$ cat config.mk
export PLATFORM = sky130hd
export DESIGN_NAME = fetch_queue
export DESIGN_NICKNAME = d
export VERILOG_FILES = /design/src/rtl/fetch_queue.sv
export SDC_FILE = /design/constraint.sdc
export NUM_CORES = 1
export LEC_CHECK = 0
export CAP_MARGIN = 10
export CORE_MARGIN = 3
export CORE_UTILIZATION = 30
export CTS_BUF_LIST = sky130_fd_sc_hd__clkbuf_4 sky130_fd_sc_hd__clkbuf_8
export CTS_CLUSTER_SIZE = 24
export DETAILED_ROUTE_END_ITERATION = 10
export SYNTH_ARGS = -nofsm -noshare
export SYNTH_HDL_FRONTEND = slang
export SYNTH_SLANG_ARGS = --single-unit
$ cat constraint.sdc
create_clock -name clk_i -period 10.2 [get_ports clk_i]
set_input_delay 1.53 -clock clk_i [delete_from_list [all_inputs] [get_ports clk_i]]
set_output_delay 1.53 -clock clk_i [all_outputs]
set_load 0.05 [all_outputs]
$ cat src/rtl/fetch_queue.sv
// fetch_queue
//   Instruction buffer between the 64-bit instruction-memory fetch port and the
//   two decoders of a dual-issue front end. Fetch packets of one or two
//   instructions are packed into a circular buffer. The two oldest entries are
//   presented to decode slots 0 and 1, and 0-2 entries retire per cycle.
//   A redirect (flush_i) empties the queue.
//
// Ports
//   clk_i, rst_n_i        clock (rising edge), asynchronous active-low reset
//   fetch_valid_i         fetch packet present
//   fetch_pc_i            PC of packet slot 0 (8-byte aligned)
//   fetch_data_i          {instr1, instr0}
//   fetch_mask_i          per-slot valid (bit0 = instr0, bit1 = instr1)
//   fetch_ready_o         at least two free entries
//   flush_i               discard all contents
//   deq_count_i           entries consumed by decode this cycle (0..2)
//   instr0_o/pc0_o/valid0_o   oldest entry
//   instr1_o/pc1_o/valid1_o   second-oldest entry
//   count_o               current occupancy
module fetch_queue #(
  parameter int unsigned DEPTH = 8
) (
  input  logic                     clk_i,
  input  logic                     rst_n_i,
  input  logic                     fetch_valid_i,
  input  logic [31:0]              fetch_pc_i,
  input  logic [63:0]              fetch_data_i,
  input  logic [1:0]               fetch_mask_i,
  output logic                     fetch_ready_o,
  input  logic                     flush_i,
  input  logic [1:0]               deq_count_i,
  output logic [31:0]              instr0_o,
  output logic [31:0]              pc0_o,
  output logic                     valid0_o,
  output logic [31:0]              instr1_o,
  output logic [31:0]              pc1_o,
  output logic                     valid1_o,
  output logic [$clog2(DEPTH):0]   count_o
);

  localparam int unsigned PW = $clog2(DEPTH);
  localparam int unsigned CW = PW + 1;

  // addi x0,x0,0 -- what an empty decode slot sees
  localparam logic [31:0]   NOP_INSTR = 32'h0000_0013;
  localparam logic [CW-1:0] READY_MAX = CW'(DEPTH - 2);

  // Storage is deliberately left without reset; occupancy alone defines validity.
  logic [31:0]   r_instr [DEPTH];
  logic [31:0]   r_pc    [DEPTH];

  logic [PW-1:0] r_head;
  logic [PW-1:0] r_tail;
  logic [CW-1:0] r_count;

  logic          w_accept;
  logic [1:0]    w_enq;
  logic          w_wr0;
  logic          w_wr1;
  logic [31:0]   w_wdata0;
  logic [31:0]   w_wpc0;
  logic [PW-1:0] w_tail1;
  logic [PW-1:0] w_head1;
  logic [CW-1:0] w_deq_req;
  logic [CW-1:0] w_deq;

  // Ready depends on registered occupancy only, never on this cycle's dequeue.
  assign fetch_ready_o = (r_count <= READY_MAX);
  assign count_o       = r_count;

  assign w_tail1 = r_tail + PW'(1);
  assign w_head1 = r_head + PW'(1);

  // Enqueue packing: a lone upper-slot instruction lands in the first free
  // entry with its own PC (pc+4), so the queue never holds holes.
  always_comb begin
    w_accept = fetch_valid_i & fetch_ready_o & ~flush_i;
    w_enq    = 2'd0;
    w_wr0    = 1'b0;
    w_wr1    = 1'b0;
    w_wdata0 = fetch_data_i[31:0];
    w_wpc0   = fetch_pc_i;
    if (w_accept) begin
      case (fetch_mask_i)
        2'b01: begin
          w_wr0 = 1'b1;
          w_enq = 2'd1;
        end
        2'b10: begin
          w_wr0    = 1'b1;
          w_enq    = 2'd1;
          w_wdata0 = fetch_data_i[63:32];
          w_wpc0   = fetch_pc_i + 32'd4;
        end
        2'b11: begin
          w_wr0 = 1'b1;
          w_wr1 = 1'b1;
          w_enq = 2'd2;
        end
        default: begin
          w_enq = 2'd0;
        end
      endcase
    end
  end

  // Over-dequeue is illegal; clamp so occupancy can never underflow.
  always_comb begin
    w_deq_req = CW'(deq_count_i);
    w_deq     = (w_deq_req > r_count) ? r_count : w_deq_req;
  end

  always_ff @(posedge clk_i or negedge rst_n_i) begin
    if (!rst_n_i) begin
      r_head  <= '0;
      r_tail  <= '0;
      r_count <= '0;
    end else if (flush_i) begin
      r_head  <= '0;
      r_tail  <= '0;
      r_count <= '0;
    end else begin
      r_head  <= r_head + PW'(w_deq);
      r_tail  <= r_tail + PW'(w_enq);
      r_count <= r_count + CW'(w_enq) - w_deq;
    end
  end

  // Second entry of a full packet goes to tail+1, which may wrap to entry 0.
  always_ff @(posedge clk_i) begin
    if (w_wr0) begin
      r_instr[r_tail] <= w_wdata0;
      r_pc[r_tail]    <= w_wpc0;
    end
    if (w_wr1) begin
      r_instr[w_tail1] <= fetch_data_i[63:32];
      r_pc[w_tail1]    <= fetch_pc_i + 32'd4;
    end
  end

  always_comb begin
    valid0_o = (r_count != '0);
    valid1_o = (r_count >= CW'(2));
    instr0_o = valid0_o ? r_instr[r_head]  : NOP_INSTR;
    pc0_o    = valid0_o ? r_pc[r_head]     : '0;
    instr1_o = valid1_o ? r_instr[w_head1] : NOP_INSTR;
    pc1_o    = valid1_o ? r_pc[w_head1]    : '0;
  end

  always_ff @(posedge clk_i) begin
    if (rst_n_i && !flush_i) begin
      assert (w_deq_req <= r_count);
      assert (deq_count_i != 2'd3);
    end
  end

endmodule

Word-level counts from Yosys, hierarchy flattened
Memory sizes are Yosys's and may differ from the RTL's.
Index checks and enable logic that the tools add are counted.
{"block": "totals", "inputBits": 104, "wordCells": 46, "n_memories": 2, "regBits": 10, "mem_bits_rw": 512, "output_inout_bits": 135}
{"memory": "r_instr", "depth": 8, "word_bits": 32, "rd": 2, "rd_ports_with_merged_regs": 0, "wr": 2, "line": "49", "source": "logic [31:0] r_instr [DEPTH];"}
{"memory": "r_pc", "depth": 8, "word_bits": 32, "rd": 2, "rd_ports_with_merged_regs": 0, "wr": 2, "line": "50", "source": "logic [31:0] r_pc [DEPTH];"}
{"block": "op_classes", "n_reduce_logical": 3, "n_lt_le_gt_ge": 3, "n_bitwise": 3, "addsub": 7, "eq_ne": 3, "mux": 22}
{"operator": "$mux 32", "n": 8}
{"operator": "$add 32x3->32 const B", "n": 1}
{"operator": "$mux 1", "n": 8}
{"operator": "$mux 4", "n": 2}
{"operator": "$add 3x1->3 const B", "n": 2}
{"operator": "$mux 3", "n": 2}
{"operator": "$add 4x2->4", "n": 1}
{"operator": "$eq 2x2->1 const B", "n": 2}
{"operator": "$ge 4x2->1 const B", "n": 1}
{"operator": "$gt 2x4->1", "n": 1}
{"operator": "$le 4x3->1 const B", "n": 1}
{"operator": "$pmux 2 s2", "n": 1}
{"operator": "$reduce_bool 4->1", "n": 1}
{"operator": "$sub 4x4->4", "n": 1}
{"operator": "$add 3x2->3", "n": 1}
{"operator": "$add 3x3->3", "n": 1}
{"operator": "$reduce_or 3->1", "n": 1}
{"operator": "$and 1x1->1", "n": 2}
{"operator": "$eq 2x1->1 const B", "n": 1}
{"operator": "$mux 2", "n": 1}
{"operator": "$reduce_or 2->1", "n": 1}
{"operator": "$not 1->1", "n": 1}

Depth between registers and ports, before layout
{"block": "depth", "depth_word": 7, "ltp_mapped": 15, "depth_no_buf": 13}

Worst setup path after synthesis
No wires, ideal clock.
{"block": "synth_path", "path_type": "in2reg", "startpoint": "in fetch_mask_i[0]", "endpoint": "mem r_instr[5][0] (enable)", "path_slack_ns": 4.415, "arrival_ns": 5.298, "cell_stages": 5, "path_buffers": 0, "setup_ns": 0.487, "t_required_ns": 9.713, "path_cell_list": "ha_1 or3b_2 o32a_1 o22a_1 nor2_1"}
{"element": "start: declaration", "line": "28", "source": "input logic [1:0] fetch_mask_i,"}
{"element": "end: declaration", "line": "49"}

Worst setup path in the final report
{"block": "layout_path", "startpoint": "reg r_head[0]", "endpoint": "out pc1_o[7]"}
{"block": "layout_between", "elab_chain_cells": 3}
{"element": "start: declaration", "line": "52", "source": "logic [PW-1:0] r_head;"}
{"element": "start signal: assignment", "line": "123", "source": "r_head <= r_head + PW'(w_deq);"}
{"element": "$add 3x1->3", "line": "72", "source": "assign w_head1 = r_head + PW'(1);"}
{"element": "$mem_v2 8x32"}
{"element": "$mux 32", "line": "147", "source": "pc1_o = valid1_o ? r_pc[w_head1] : '0;"}
{"element": "end: declaration", "line": "36", "source": "output logic [31:0] pc1_o,"}
Every way passes these cells.

==> results <==
- The number of maximum-capacitance violations is 0.
- The cell area after synthesis is 31,600 um^2.
- Dividing the final minimum period by the clock period gives 0.645.
- The category of the most critical setup path is reg2out.
- The number of cells on the worst reg-to-reg path is 7.
- The logic gate share of total power is 0.579.
- The detailed router's first-iteration violation count is 2,524.
- In this run the critical register-to-register path is launched from r_tail[0].
- Dividing the detail-routed via count by the number of cells gives 5.27.
- Counting along the longest clock path gives a buffer depth of 3.
- The share of final-layout standard cells stronger than drive strength 1 is 0.169.
- For this run, design rule violations remaining after detail routing come to 0.
- Summed over all nets, the switching power comes to 5.05 mW.
- The mux share of post-synthesis cell area is 0.203.
- The total area inside the core boundary comes to 104,000 um^2.
- The worst path required time is 8670 ps.
- Across every metal layer, demand over resource in global routing totals 0.199.
- The number of I/O pins is 239.
- After synthesis, the largest family of logic cells by area is multiplexers.
- The number of antenna violations at the first check in global routing is 17.
- Relative to the synthesized area, the layout overhead comes to 16.6%.
- From bottom edge to top edge, the die measures 330 um.
- The total wirelength of the detailed-routed design is 110 mm.
- The number of slew-limit violations in the final report is 0.
- The highest clock frequency the design can meet is 152 MHz.
- At the end of routability-driven placement, the weighted congestion stood at 0.788.
- For this run, asynchronously set or reset flops after synthesis account for 0.0192.
- The via count of the first global-routing pass is 22,900.
- IR analysis of the VDD net gives a maximum drop of 0.000388 V.
- Buffers placed on the I/O ports in this run total 238.
- Data arrives at the worst endpoint at 5040 ps.
- The wire length of the first global-routing pass is 158 mm.
- The kind of end point of the critical path is a primary output.
- The clock transition time at the flip-flop clock pins of the worst setup and hold paths is 60 ps.
- Yosys mapped a number of flops with a built-in enable equal to 512.
- In the final routed layout, each cell accounts on average for 25.2 um.
- The setup TNS is 0 ps.
- The part of the power in registers is 0.239.
- The most used flip-flop cell after synthesis is edfxtp_1.
- Of the total synthesized cell area, the portion taken by AND, OR, NAND and NOR gates is 0.165.
- The tightest hold path in the finished design has a slack of 793 ps.
- The count of cells along the worst hold path is 2.
- The chip width is 330 um.
- For this run, the post-layout net count is 3,049.
- The pin count of the biggest net entering global routing is 129.
- Setup repair after global routing left no endpoint under its margin.
- Yosys printed 0 warnings.
- The clock buffer count from CTS is 92.
- Row generation in the floorplan step produced 118 rows.
- Of the total power, the share spent switching nets is 0.468.
- The full die area is 109,000 um^2.
- The mean cell area of the mapped netlist is 11.2 um^2.
- The hold path startpoint is r_tail[2].
- The setup-violating endpoint count in the final report is 0.
- The worst register-to-register path has a setup slack of 6270 ps.
- The overall power after layout is 10.8 mW.
- The library cell with the largest summed area after synthesis is edfxtp_1.
- The total met2 wirelength after detailed routing is 50.8 mm.
- Post-CTS timing repair inserted 0 buffers for setup.
- TritonCTS built the clock tree.
- The count of antenna-violating nets left after detailed routing is 0.
- The number of clock sinks seen by CTS is 522.
- The fraction of the mapped netlist area in adder cells is 0.00983.
- Global routing finished with a remaining overflow of 0.
- The compound-gate portion of the synthesized area is 0.0175.
- The first-pass detailed-route iteration total is 5.
- The flop and latch count out of synthesis is 522.
- The xor and xnor fraction of the mapped netlist area is 0.0671.
- The type of the worst min-delay path is reg2reg.
- The cell count after synthesis is 2,824.
- The shortest period the worst path allows is 6570 ps.
- The overall via count from detail_route is 23,100.
- The share of synthesized area in the top cell type comes to 0.487.
- The largest fanout on the critical path is 66.
- The detailed-routing wirelength on met1 is 45.6 mm.
- The H-tree generated during clock tree synthesis spans 3 levels.
- The half-perimeter wire length of the detailed placement result is 62.8 mm.
- In this run the static leakage power is 12.9 nW.
- Counting every net in the synthesized netlist gives 2,951.
- The total met3 wirelength after detailed routing is 10.9 mm.
- The worst setup path is launched from a register.
- The power per unit of standard cell area is 293 nW/um^2.
- The buffer cell driving the clock tree root is clkbuf_8.
- The number of buffers added to fix hold violations after cts is 0.
- The total count of hold-check failures in the final report came to 0.
- Of the total power, the clock network draws 0.183.
- Headroom to the max-slew limit came out at 0.236.
- The share of the Yosys chip area taken by registers is 0.495.
- For hold timing, the worst endpoint is r_tail[2].
- In this run the critical register-to-register path is captured at r_pc[1][21].
- The netlist uses 47 different library cells.
- The slew at the pin closest to its max-slew limit is 1150 ps.
- Internal power comes to 5.74 mW.
- By area the synthesized netlist is led by edfxtp_1 49%, mux4_2 18%, nand2_1 12%, xor2_1 3.9%, xnor2_1 2.8%.
- The clock insertion delay at the later pin of the skew report is 720 ps.
- The number of gates resized after CTS is 0.
- The worst setup skew after layout is 42.6 ps.
- The initial cell density of the core is 0.304.
- The run finished with clean final reports.
- The highest metal layer with signal wires is met5.
-- registers in the layout, indices dropped and copies added, names as in the netlist --
register  count
r_pc        256
count_o       4
r_head        3
r_instr     256
r_tail        3
-- synthesized netlist by cell type (all sizes together), types with 2 or more instances --
cell type / number
buf: 106
nor3: 6
or4: 2
fa: 3
a2bb2oi: 2
ha: 20
nor4: 4
a21oi: 62
or3: 4
nor2: 222
mux4: 256
o22a: 5
xor2: 141
xnor2: 101
and2: 6
nand2: 1030
o21ai: 10
dfrtp: 10
edfxtp: 512
o21a: 8
nand3b: 2
inv: 18
o32a: 4
nor2b: 8
mux2i: 64
and3: 5
clkbuf: 175
and4: 5
nand3: 16
nand4: 10
-- how the worst max path moves through the flow --
stage | to | slack, ps | from | cells after the start
2_1_floorplan | r_instr[5][0] | 4410 | fetch_mask_i[0] | 5
3_3_place_gp | pc1_o[7] | 4340 | r_head[0] | 6
3_5_place_dp | pc1_o[7] | 4310 | r_head[0] | 6
4_1_cts | pc1_o[7] | 3490 | r_head[0] | 6
5_1_grt | pc1_o[7] | 3260 | r_head[0] | 6
6_report | pc1_o[7] | 3630 | r_head[0] | 6
-- critical path, cell delays in order, from the launching register on --
cell,delay [ps]
dfrtp_4,740
buf_4,830
buf_4,910
mux4_2,380
nand2_1,60
a21oi_1,330
clkdlybuf4s50_1,880
-- metrics by stage --
stage | instances | area (um^2) | setup slack (ps) | utilization
6_report | 4386 | 36800 | 3630 | 0.354
5_1_grt | 4379 | 36800 | 3260 | 0.354
4_1_cts | 4375 | 36800 | 3490 | 0.354
3_5_place_dp | 4208 | 35000 | 4310 | 0.337
3_3_place_gp | 4208 | 35000 | 4340 | 0.337
2_1_floorplan | 2824 | 31600 | 4410 | -
-- placed cells by master (no fill, tap or decap), types with 9 or more instances in the layout --
master           count
a21oi_1             62
buf_4               46
clkbuf_4            27
clkbuf_8            94
clkdlybuf4s50_1    238
clkinv_1            22
clkinv_2            13
diode_2             11
edfxtp_1           512
ha_1                19
inv_1               18
mux2i_1             64
mux4_2             256
nand2_1           1030
nand3_1             16
nand4_1              9
nor2_1             200
nor2_2              15
xnor2_1            100
xor2_1             140
-- layer usage --
layer,vias up,global-route usage
met1,11700,0.270
met4,12,0.0657
met2,1188,0.315
met5,-,0
met3,214,0.0473
li1,10000,-
-- cells by family after synthesis --
group                    Yosys count
AO/OA/AOI/OAI                     95
XOR/XNOR                         242
adder cells (fa/ha/maj)           23
buffers and inverters            299
flip-flops                       522
multiplexers                     321
AND/OR/NAND/NOR                 1322
-- cell type report --
type                       instances  area [um^2]
clock inverter                    46          318
timing repair buffer             285         2750
sequential                       522        15600
fill                           10200        67100
tap                             1380         1730
antenna                           11         27.5
clock buffer                     121         1500
inverter                          18         67.6
multi-input combinational       2003        14800
-- power by group through the flow --
stage	Sequential [mW]	Combinational, mW	Clock, mW
6_report	2.57	6.24	1.97
5_1_grt	2.58	6.57	2.10
4_1_cts	2.57	6.29	2.01
3_5_place_dp	2.62	6.27	0
3_3_place_gp	2.61	6.26	0
2_1_floorplan	2.53	4.30	0
Power figures use the tool's default switching activity.
